==> config.mk <==
export PLATFORM = sky130hd
export DESIGN_NAME = lut_word_sequencer_flat
export DESIGN_NICKNAME = d
export VERILOG_FILES = /design/src/rtl/lut_word_sequencer_if.sv /design/src/rtl/lut_word_sequencer.sv /design/src/flat_wrapper.sv
export SDC_FILE = /design/constraint.sdc
export NUM_CORES = 1
export LEC_CHECK = 0
export CORE_MARGIN = 3
export CORE_UTILIZATION = 48
export DETAILED_ROUTE_END_ITERATION = 8
export HOLD_SLACK_MARGIN = 0.03
export PLACE_DENSITY = 0.79
export SYNTH_ARGS = -nofsm -noshare
export SYNTH_HDL_FRONTEND = slang
export SYNTH_SLANG_ARGS = --single-unit
==> constraint.sdc <==
create_clock -name clk -period 2.5 [get_ports clk]
set_input_delay 0.75 -clock clk [delete_from_list [all_inputs] [get_ports clk]]
set_output_delay 0.75 -clock clk [all_outputs]
set_load 0.02 [all_outputs]
==> src/rtl/lut_word_sequencer_if.sv <==
// Handshake bundle for lut_word_sequencer: input word stream and mapped word stream.
// slave is the sequencer side, master is the producer/consumer side.
interface lut_word_sequencer_if #(
  parameter int LANES = 4
) ();
  localparam int W = 8 * LANES;

  logic         s_valid;
  logic         s_ready;
  logic [W-1:0] s_data;
  logic         m_valid;
  logic         m_ready;
  logic [W-1:0] m_data;

  modport slave (
    input  s_valid, s_data, m_ready,
    output s_ready, m_valid, m_data
  );

  modport master (
    output s_valid, s_data, m_ready,
    input  s_ready, m_valid, m_data
  );
endinterface

==> src/rtl/lut_word_sequencer.sv <==
// Serialises a packed word byte by byte onto an 8-bit LUT stage, captures each
// LUT result into the matching output lane and presents the repacked word.
module lut_word_sequencer #(
  parameter int LANES = 4
) (
  input  logic                  clk,
  input  logic                  rst_n,
  lut_word_sequencer_if.slave   bus,
  output logic [7:0]            lut_addr,
  input  logic [7:0]            lut_data,
  output logic                  busy
);
  localparam int W     = 8 * LANES;
  localparam int CNT_W = (LANES > 1) ? $clog2(LANES) : 1;
  localparam logic [CNT_W-1:0] LAST = CNT_W'(LANES - 1);

  typedef enum logic [1:0] {IDLE, MAP, OUT} state_t;

  state_t           state;
  logic [W-1:0]     sreg;
  logic [W-1:0]     rreg;
  logic [CNT_W-1:0] cnt;
  logic             m_valid_q;
  logic             busy_q;

  // The LUT always sees the low byte of the shift register.
  assign lut_addr    = sreg[7:0];
  // In OUT, s_ready follows m_ready so a new word can be taken on the same
  // edge the mapped word leaves; it never depends on s_valid.
  assign bus.s_ready = (state == IDLE) || ((state == OUT) && bus.m_ready);
  assign bus.m_valid = m_valid_q;
  assign bus.m_data  = rreg;
  assign busy        = busy_q;

  // Sequencer FSM: load word, walk lanes through the LUT, hold result until taken.
  always_ff @(posedge clk) begin
    if (!rst_n) begin
      state     <= IDLE;
      sreg      <= '0;
      rreg      <= '0;
      cnt       <= '0;
      m_valid_q <= 1'b0;
      busy_q    <= 1'b0;
    end else begin
      case (state)
        IDLE: begin
          if (bus.s_valid) begin
            sreg   <= bus.s_data;
            cnt    <= '0;
            state  <= MAP;
            busy_q <= 1'b1;
          end
        end
        MAP: begin
          rreg[{cnt, 3'b000} +: 8] <= lut_data;
          sreg <= sreg >> 8;
          if (cnt == LAST) begin
            cnt       <= '0;
            state     <= OUT;
            busy_q    <= 1'b0;
            m_valid_q <= 1'b1;
          end else begin
            cnt <= cnt + 1'b1;
          end
        end
        OUT: begin
          if (bus.m_ready) begin
            m_valid_q <= 1'b0;
            if (bus.s_valid) begin
              sreg   <= bus.s_data;
              cnt    <= '0;
              state  <= MAP;
              busy_q <= 1'b1;
            end else begin
              state <= IDLE;
            end
          end
        end
        default: begin
          state     <= IDLE;
          m_valid_q <= 1'b0;
          busy_q    <= 1'b0;
        end
      endcase
    end
  end
endmodule

==> src/flat_wrapper.sv <==
// flat-port wrapper written by rule: the top's interface ports become plain ports
module lut_word_sequencer_flat 
#(
  parameter int LANES = 4
)
  (clk, rst_n, lut_addr, lut_data, busy, bus_s_valid, bus_s_data, bus_m_ready, bus_s_ready, bus_m_valid, bus_m_data);
  lut_word_sequencer_if #(.LANES(LANES)) bus_i ();
  input  logic clk;
  input  logic rst_n;
  output logic [7:0] lut_addr;
  input  logic [7:0] lut_data;
  output logic busy;
  input wire logic [$bits(bus_i.s_valid)-1:0] bus_s_valid;
  input wire logic [$bits(bus_i.s_data)-1:0] bus_s_data;
  input wire logic [$bits(bus_i.m_ready)-1:0] bus_m_ready;
  output wire logic [$bits(bus_i.s_ready)-1:0] bus_s_ready;
  output wire logic [$bits(bus_i.m_valid)-1:0] bus_m_valid;
  output wire logic [$bits(bus_i.m_data)-1:0] bus_m_data;
  assign bus_i.s_valid = bus_s_valid;
  assign bus_i.s_data = bus_s_data;
  assign bus_i.m_ready = bus_m_ready;
  assign bus_s_ready = bus_i.s_ready;
  assign bus_m_valid = bus_i.m_valid;
  assign bus_m_data = bus_i.m_data;
  lut_word_sequencer #(.LANES(LANES)) u_core (.clk(clk), .rst_n(rst_n), .bus(bus_i), .lut_addr(lut_addr), .lut_data(lut_data), .busy(busy));
endmodule
==> implementation parameters, run 1 <==
Parameter                              Value

Status
  Status ... finished, final reports clean

GRT
  Overflow left after global routing ... 0
  Aggregate global-route resource usage ... 22.54%
  Number of antenna violations at the first check in global routing ... 0
  Largest net degree at the start of global routing ... 61
  Global-route wire length before repair ... 13,610 um
  Number of global-route vias before repair ... 2,884

Timing
  Number of max-slew violations in the final report ... 0
  Hold Fails Final Rpt ... 0
  Final count of negative-setup-slack endpoints ... 0
  Share of the clock period used by the worst path after layout ... 94.31%
  Total Negative Setup Slacks ... 0 ns
  Worst rel slew slack ... 58.27%
  Pin slew with the least headroom to its limit ... 0.6253 ns
  Final Skew ... 0.005779 ns
  Crit path time final ... 2.358 ns
  Setup repair after global routing missed its margin ... false
  Final setup margin ... 0.1424 ns
  Fmax ... 0.4242 GHz

Detailed routing
  Final routed DRC violation total ... 0
  Post-detailed-routing wire length ... 8161 um
  Number of DRC markers in iteration 0 ... 242
  Detailed-route wire length on metal 1 ... 3599 um
  Total iterations of the first detailed-routing run ... 5
  Remaining number of nets flagged by the antenna check after routing ... 0
  Post-DR vias/cell ... 5.920
  Vias post-DR ... 2,954
  Topmost layer with routed signal wires ... met4
  Met2 routed WL ... 3882 um
  Routed length per instance ... 16.35 um
  Detailed-routed wire length on met3 ... 567 um

Critical path
  Startpoint kind of the worst setup timing path ... input port
  Arrival time of data at the critical path endpoint ... 1.61 ns
  Setup Crit Path Kind ... input port to output pin
  Endpoint of the most critical register-to-register path ... u_core.bus.m_data[9]$_SDFFE_PN0P_
  Flop2flop setup slack ... 0.45 ns
  CP Capture Point ... bus_s_ready
  Critical path data required time ... 1.75 ns
  Setup crit start ... bus_m_ready
  Critical path fanouts, max ... 3
  FF-to-FF Start ... u_core.cnt[0]$_SDFFE_PN0P_
  Capturing element type of the critical path ... output pin
  Logic depth of the worst register-to-register path ... 5

Synth
  EDFF count, synth ... 0
  Share of Yosys cell area claimed by the top area cell type ... 44.20%
  Count of distinct cell types in the synthesized netlist ... 33
  Sequential element share of the synthesized area ... 44.20%
  Syn. warnings ... 0
  Yosys reg bits ... 70
  Ys flop type ... sky130_fd_sc_hd__dfxtp_1
  Average footprint of a synthesized cell ... 9.111 sq um
  Most area-hungry cell type in the Yosys netlist ... sky130_fd_sc_hd__dfxtp_1
  Total nets after synthesis ... 398
  Synth async-reset ratio ... 0%
  Cell Area, Synth ... 0.003171 sq mm
  Cell count after synthesis ... 348
  Most area-consuming cells after synthesis ... sky130_fd_sc_hd__dfxtp_1 44%, sky130_fd_sc_hd__nand2_1 9.0%, sky130_fd_sc_hd__a32o_1 7.6%, sky130_fd_sc_hd__o311ai_0 6.6%, sky130_fd_sc_hd__a31oi_1 4.7%

Clock network
  Number of sinks on the clock net ... 70
  Total clock buffers created by CTS ... 9
  Number of buffers on the longest clock path ... 2
  Root Driver ... sky130_fd_sc_hd__clkbuf_8
  H-tree Lvls ... 3
  Post-CTS setup buffers ... 0
  Clock-pin slew on the worst setup and hold paths ... 0.07 ns
  TritonCTS clock tree ... done
  Clock Latency Late Sink ... 0.34 ns

Floorplan
  Effective utilization at floorplan ... 51.42%
  Total die area ... 0.007616 sq mm
  Y dimension of the die ... 87.27 um
  Row cnt ... 28
  Floorplan core area ... 0.006166 sq mm
  Die X-Extent ... 87.27 um
  Number of I/O pins ... 87

Pwr
  Standby leakage power ... 1.539 nW
  Sequential fraction of design power ... 49.9%
  Net switching power of the design ... 0.6769 mW
  Proportion of total power due to net switching ... 27.81%
  Cell-internal power ... 1.757 mW
  Pwr/cell area ... 580.2 mW/mm^2
  Combinational group share of total power ... 17.4%
  IR drop worst, VDD ... 0.4923 mV
  Power share of the clock group ... 32.7%

Placement
  GP Congestion ... 0.7738
  Cell area after placement ... 0.004025 sq mm
  IO buf count ... 86
  Placement Setup Slack ... -0.3036 ns
  Detailed placement HPWL ... 5623 um

Final layout
  Area growth syn-to-layout ... 32.32%
  Layout cells sized above 1 ... 8.726%
  Cell area after layout ... 0.004195 sq mm
  Post-layout nets ... 469
  Antenna fix cells ... 0

Job
  # Max-Cap Violations ... 0

Min path
  Worst hold path class ... register to register
[critical path, cell delays in order]
cell and delay, ns:
sky130_fd_sc_hd__clkdlybuf4s50_1 0.48, sky130_fd_sc_hd__nor2b_1 0.07, sky130_fd_sc_hd__nor2_1 0.12, sky130_fd_sc_hd__buf_2 0.18
[cells by family after synthesis]
logic type / count (synthesis) / synth area share [%]
muxes: 8 / 2.526
DFF: 70 / 44.20
AOI/OAI and AO/OA: 92 / 23.24
adders and majority gates: 6 / 2.368
buffers and inverters: 45 / 7.774
and+or+nand+nor: 127 / 19.89
[worst min-delay path by stage]
| stage | from | endpoint | slack [ns] | cells past startpoint |
|---|---|---|---|---|
| finish | u_core.sreg[25]$_SDFFE_PN0P_ | u_core.sreg[25]$_SDFFE_PN0P_ | 0.46 | 2 |
| global route | u_core.sreg[31]$_SDFFE_PN0P_ | u_core.sreg[31]$_SDFFE_PN0P_ | 0.47 | 2 |
| CTS | u_core.sreg[25]$_SDFFE_PN0P_ | u_core.sreg[25]$_SDFFE_PN0P_ | 0.46 | 2 |
| detailed placement | u_core.sreg[31]$_SDFFE_PN0P_ | u_core.sreg[31]$_SDFFE_PN0P_ | 0.45 | 2 |
| global placement | u_core.sreg[31]$_SDFFE_PN0P_ | u_core.sreg[31]$_SDFFE_PN0P_ | 0.44 | 2 |
| floorplan | u_core.sreg[24]$_SDFFE_PN0P_ | u_core.sreg[24]$_SDFFE_PN0P_ | 0.43 | 2 |
[power by group through the flow]
stage	sequential, mW	clock, mW	combinational (mW)
floorplan	1.24	0	0.258
global placement	1.23	0	0.417
detailed placement	1.24	0	0.424
CTS	1.21	0.816	0.426
global route	1.22	0.867	0.466
finish	1.21	0.796	0.424
[flip-flops by register name (all words and copies together) (netlist names)]
| register | count |
|---|---|
| u_core.cnt | 2 |
| u_core.state | 2 |
| u_core.bus.m_valid | 1 |
| u_core.sreg | 32 |
| u_core.busy | 1 |
| u_core.bus.m_data | 32 |
[per-stage QoR]
| stage | power (mW) | std cells | hold slack [ns] | utilization (%) |
|---|---|---|---|---|
| 4_1_cts | 2.455 | 499 | 0.4621 | 68.14 |
| 2_1_floorplan | 1.497 | 348 | 0.4350 | - |
| 6_report | 2.434 | 499 | 0.4591 | 68.04 |
| 3_3_place_gp | 1.652 | 483 | 0.4440 | 65.28 |
| 5_1_grt | 2.553 | 499 | 0.4747 | 68.04 |
| 3_5_place_dp | 1.662 | 483 | 0.4472 | 65.28 |
[synth_stat cells, types with 3 or more instances]
library cell and instances:
sky130_fd_sc_hd__buf_2 5, sky130_fd_sc_hd__buf_1 3, sky130_fd_sc_hd__nand2_1 76, sky130_fd_sc_hd__buf_4 15, sky130_fd_sc_hd__mux2i_1 8, sky130_fd_sc_hd__inv_1 5, sky130_fd_sc_hd__ha_1 6, sky130_fd_sc_hd__o22ai_1 8
sky130_fd_sc_hd__nand3_1 9, sky130_fd_sc_hd__nor2b_1 4, sky130_fd_sc_hd__or3_1 24, sky130_fd_sc_hd__a32o_1 24, sky130_fd_sc_hd__clkbuf_1 15, sky130_fd_sc_hd__a31oi_1 24, sky130_fd_sc_hd__nor2_1 3, sky130_fd_sc_hd__dfxtp_1 70
sky130_fd_sc_hd__o21ai_0 4, sky130_fd_sc_hd__o311ai_0 24
[timing repair]
item,CTS,global route
gates resized for setup,3,1
endpoints found under the setup margin,1,1
hold buffers,0,0
[routing by layer]
layer / track usage [%] / up-vias
li1: - / 1435
met1: 29.56 / 1409
met2: 36.03 / 97
met3: 6.623 / 13
met4: 6.416 / 0
met5: 0 / -
[layout make-up]
type                    instances  area (sq um)
flip-flops and latches         70          1401
repair buffers                100         980.9
fillers                       516          1971
clock inverters                 6         37.54
multi-input cells             233          1525
clock buffers                  10         137.6
inverters                       5         18.77
well taps                      75         93.84
[layout by cell type, fill, tap and decap left out, types with 2 or more instances in the layout]
master                            Yosys  final
sky130_fd_sc_hd__inv_1                5      5
sky130_fd_sc_hd__nand2_1             76     76
sky130_fd_sc_hd__o21a_1               2      2
sky130_fd_sc_hd__a32o_1              24     24
sky130_fd_sc_hd__clkbuf_8             0     10
sky130_fd_sc_hd__or3_1               24     24
sky130_fd_sc_hd__nand3_1              9      9
sky130_fd_sc_hd__a21boi_1             2      2
sky130_fd_sc_hd__clkinvlp_4           0      3
sky130_fd_sc_hd__nand4_1              2      2
sky130_fd_sc_hd__o22ai_1              8      8
sky130_fd_sc_hd__buf_2                5      2
sky130_fd_sc_hd__nor2b_1              4      3
sky130_fd_sc_hd__buf_12               0      2
sky130_fd_sc_hd__buf_4               15     12
sky130_fd_sc_hd__ha_1                 6      6
sky130_fd_sc_hd__a31oi_1             24     24
sky130_fd_sc_hd__mux2i_1              8      8
sky130_fd_sc_hd__o21ai_0              4      4
sky130_fd_sc_hd__dfxtp_1             70     70
sky130_fd_sc_hd__o311ai_0            24     24
sky130_fd_sc_hd__nor2_1               3      3
sky130_fd_sc_hd__and2_1               2      2
sky130_fd_sc_hd__clkinv_2             0      3
sky130_fd_sc_hd__nor4_4               2      2
sky130_fd_sc_hd__clkdlybuf4s50_1      0     84
No activity file was read; power rests on OpenSTA's default activity.
==> run 2, diff against run 1 <==
- ABC_AREA: not set -> 1
- HOLD_SLACK_MARGIN: 0.03 -> 0.12
- PLACE_DENSITY: 0.79 -> 0.78
- clock period: 2.5 -> 2.39 ns (I/O delays scaled with it)
==> implementation parameters, run 2 <==
Parameter                              Value

Clock network
  Root Driver ... sky130_fd_sc_hd__clkbuf_8
  Count of hold-fix buffers inserted at cts ... 0 (unchanged)
  H-tree Lvls ... 3 (unchanged)
  Total clock buffers created by CTS ... 9 (unchanged)
  Clock-pin slew on the worst setup and hold paths ... 0.07 ns (about the same)
  Number of buffers on the longest clock path ... 2 (unchanged)
  Post-CTS setup buffers ... 0 (unchanged)
  Number of sinks on the clock net ... 70 (unchanged)
  TritonCTS clock tree ... done
  Clock Latency Late Sink ... 0.34 ns (about the same)

Pwr
  Standby leakage power ... 1.874 nW (+22%)
  Sequential fraction of design power ... 43.9% (-6.0 points)
  Cell-internal power ... 2.127 mW (+21%)
  Pwr/cell area ... 675.8 mW/mm^2 (+16%)
  Power share of the clock group ... 35.7% (+3.0 points)
  Combinational group share of total power ... 20.4% (+3.0 points)
  Proportion of total power due to net switching ... 27.91% (+0.10 points)
  IR drop worst, VDD ... 0.3465 mV (-30%)
  Net switching power of the design ... 0.8234 mW (+22%)

Critical path
  Flop2flop setup slack ... 0.62 ns (+0.17 ns)
  FF-to-FF Start ... u_core.state[0]$_SDFFE_PN0P_
  Capturing element type of the critical path ... output pin
  Critical path data required time ... 1.67 ns (-0.08 ns)
  CP Capture Point ... bus_s_ready
  Startpoint kind of the worst setup timing path ... input port
  Critical path fanouts, max ... 2 (-1)
  Setup crit start ... bus_m_ready
  Logic depth of the worst register-to-register path ... 5 (unchanged)
  Arrival time of data at the critical path endpoint ... 1.57 ns (-0.04 ns)
  Endpoint of the most critical register-to-register path ... u_core.bus.m_data[9]$_SDFFE_PN0P_
  Setup Crit Path Kind ... input port to output pin

Timing
  Setup repair after global routing missed its margin ... false
  Worst rel slew slack ... 63.52% (+5.3 points)
  Crit path time final ... 2.283 ns
  Final Skew ... 0.003703 ns (-0.002076 ns)
  Hold Fails Final Rpt ... 0 (unchanged)
  Pin slew with the least headroom to its limit ... 0.5451 ns (-0.08012 ns)
  Share of the clock period used by the worst path after layout ... 95.52%
  Final setup margin ... 0.1072 ns (-0.03517 ns)
  Fmax ... 0.4381 GHz
  Final count of negative-setup-slack endpoints ... 0 (unchanged)
  Number of max-slew violations in the final report ... 0 (unchanged)

Placement
  Number of placed cells counting well taps ... 635 (+31%)
  Placement Setup Slack ... -0.3353 ns (-0.03167 ns)
  Detailed placement HPWL ... 5478 um (-2.6%)
  IO buf count ... 86 (unchanged)
  GP Congestion ... 0.8246 (+6.6%)
  Cell area after placement ... 0.004148 sq mm (+3.0%)

Detailed routing
  Detailed-routed wire length on met3 ... 531 um (-6.3%)
  Vias post-DR ... 3,144 (+6.4%)
  Total iterations of the first detailed-routing run ... 4 (-1)
  Routed length per instance ... 12.05 um (-26%)
  Post-DR vias/cell ... 4.829 (-18%)
  Remaining number of nets flagged by the antenna check after routing ... 0 (unchanged)
  Number of DRC markers in iteration 0 ... 156 (-36%)
  Post-detailed-routing wire length ... 7847 um (-3.8%)
  Final routed DRC violation total ... 0 (unchanged)
  Topmost layer with routed signal wires ... met4
  Detailed-route wire length on metal 1 ... 3550 um (-1.4%)
  Met2 routed WL ... 3650 um (-6.0%)

Floorplan
  Y dimension of the die ... 88.64 um (+1.6%)
  Die X-Extent ... 88.64 um (+1.6%)
  Number of I/O pins ... 87 (unchanged)
  Row cnt ... 29 (+3.6%)
  Total die area ... 0.007857 sq mm (+3.2%)
  Floorplan core area ... 0.006495 sq mm (+5.3%)
  Effective utilization at floorplan ... 50.47% (-0.95 points)

Final layout
  Antenna fix cells ... 0 (unchanged)
  Area growth syn-to-layout ... 33.17%
  Cell area after layout ... 0.004365 sq mm (+4.1%)
  Post-layout nets ... 619 (+32%)
  Most common cell after layout, fill and taps aside ... sky130_fd_sc_hd__nand2_1
  Layout cells sized above 1 ... 5.575% (-3.2 points)
  Non-filler cells, final ... 651 (+30%)
  Share of the core filled with cells ... 67.21% (-0.83 points)
  Commonest cells after routing, fill and taps aside ... 138 x sky130_fd_sc_hd__nand2_1, 86 x sky130_fd_sc_hd__nor2_1, 85 x sky130_fd_sc_hd__clkdlybuf4s50_1

GRT
  Aggregate global-route resource usage ... 20.30% (-2.2 points)
  Number of antenna violations at the first check in global routing ... 0 (unchanged)
  Global-route wire length before repair ... 12,660 um (-6.9%)
  Number of global-route vias before repair ... 2,804 (-2.8%)
  Overflow left after global routing ... 0 (unchanged)
  Largest net degree at the start of global routing ... 59 (-3.3%)

Synth
  Total nets after synthesis ... 546 (+37%)
  Commonest cells in the netlist ... 138 x sky130_fd_sc_hd__nand2_1, 86 x sky130_fd_sc_hd__nor2_1, 70 x sky130_fd_sc_hd__dfxtp_1
  Sequential element share of the synthesized area ... 42.75% (-1.5 points)
  Yosys reg bits ... 70 (unchanged)
  EDFF count, synth ... 0 (unchanged)
  Share of Yosys cell area claimed by the top area cell type ... 42.75% (-1.5 points)
  Average footprint of a synthesized cell ... 6.609 sq um (-27%)
  Ys flop type ... sky130_fd_sc_hd__dfxtp_1
  Cell Area, Synth ... 0.003278 sq mm (+3.4%)
  Leading cell type by number of instances after synthesis ... sky130_fd_sc_hd__nand2_1
  Count of distinct cell types in the synthesized netlist ... 20 (-39%)
  Most area-consuming cells after synthesis ... sky130_fd_sc_hd__dfxtp_1 43%, sky130_fd_sc_hd__nand2_1 16%, sky130_fd_sc_hd__nor2_1 9.8%, sky130_fd_sc_hd__o21ai_0 6.9%, sky130_fd_sc_hd__a21oi_1 6.7%
  Syn. warnings ... 0 (unchanged)
  Synth async-reset ratio ... 0% (unchanged)
  Most area-hungry cell type in the Yosys netlist ... sky130_fd_sc_hd__dfxtp_1
  Cell count after synthesis ... 496 (+43%)

Status
  Status ... finished, final reports clean

Job
  # Max-Cap Violations ... 0 (unchanged)

Min path
  Worst hold path class ... register to register
  Min-Delay Startpoint ... u_core.bus.m_valid$_SDFFE_PN0P_
run 2: cell type report:
| cell class | instances | area, sq um |
|---|---|---|
| clock buffer | 10 | 137.6 |
| clock inverter | 6 | 85.08 |
| fill | 570 | 2130 |
| inverter | 51 | 191.4 |
| multi-input combinational | 343 | 1500 |
| sequential | 70 | 1401 |
| tap | 77 | 96.34 |
| timing repair buffer | 94 | 953.4 |
run 2: timing repair:
action / in CTS / in global routing
hold endpoints to repair: 0 / 0
setup endpoints to repair: 1 / 1
resized for setup: 3 / 1
pin swaps: 0 / 0
run 2: how the worst min path moves through the flow:
stage                                                    end  cells past startpoint  slack (ns)
final                        u_core.bus.m_valid$_SDFFE_PN0P_                      2        0.46
after floorplan                 u_core.sreg[24]$_SDFFE_PN0P_                      2        0.45
after global routing      u_core.bus.m_data[26]$_SDFFE_PN0P_                      2        0.48
after CTS                    u_core.bus.m_valid$_SDFFE_PN0P_                      2        0.46
after global placement    u_core.bus.m_data[15]$_SDFFE_PN0P_                      2        0.44
after detailed placement     u_core.bus.m_valid$_SDFFE_PN0P_                      2        0.45
run 2: logic make-up after synthesis:
kind of cell / after synthesis / synth area share (%)
AOI/OAI and AO/OA: 90 / 13.82
adders and majority gates: 6 / 2.290
buffers and inverters: 83 / 11.49
DFF: 70 / 42.75
and+or+nand+nor: 247 / 29.66
run 2: power groups by stage:
stage / Sequential [mW] / Combinational, mW / Clock (mW)
6_report: 1.30 / 0.602 / 1.05
5_1_grt: 1.30 / 0.679 / 1.12
4_1_cts: 1.30 / 0.607 / 1.07
3_5_place_dp: 1.32 / 0.603 / 0
3_3_place_gp: 1.32 / 0.595 / 0
2_1_floorplan: 1.34 / 0.386 / 0
run 2: critical path: stages:
cell                              delay, ns
sky130_fd_sc_hd__clkdlybuf4s50_1       0.46
sky130_fd_sc_hd__inv_1                 0.05
sky130_fd_sc_hd__a21oi_1               0.14
sky130_fd_sc_hd__buf_2                 0.19
run 2: metal layers:
layer / GRT usage (%) / vias to the layer above
met5: 0 / -
met4: 7.005 / 0
met3: 6.518 / 13
met2: 33.27 / 82
met1: 25.11 / 1377
li1: - / 1672
run 2: metrics by stage:
step	TNS, ns	power [mW]	hold WS (ns)
global route	0	3.107	0.4780
floorplan	0	1.725	0.4519
CTS	0	2.973	0.4643
global placement	-0.2641	1.914	0.4398
detailed placement	-0.3353	1.925	0.4530
finish	0	2.950	0.4613
==> run 3, diff against run 2 <==
- CTS_CLUSTER_SIZE: not set -> 40
==> results of run 3 <==
Same layout as run 2: the final DEF is identical, and so are final timing and power.
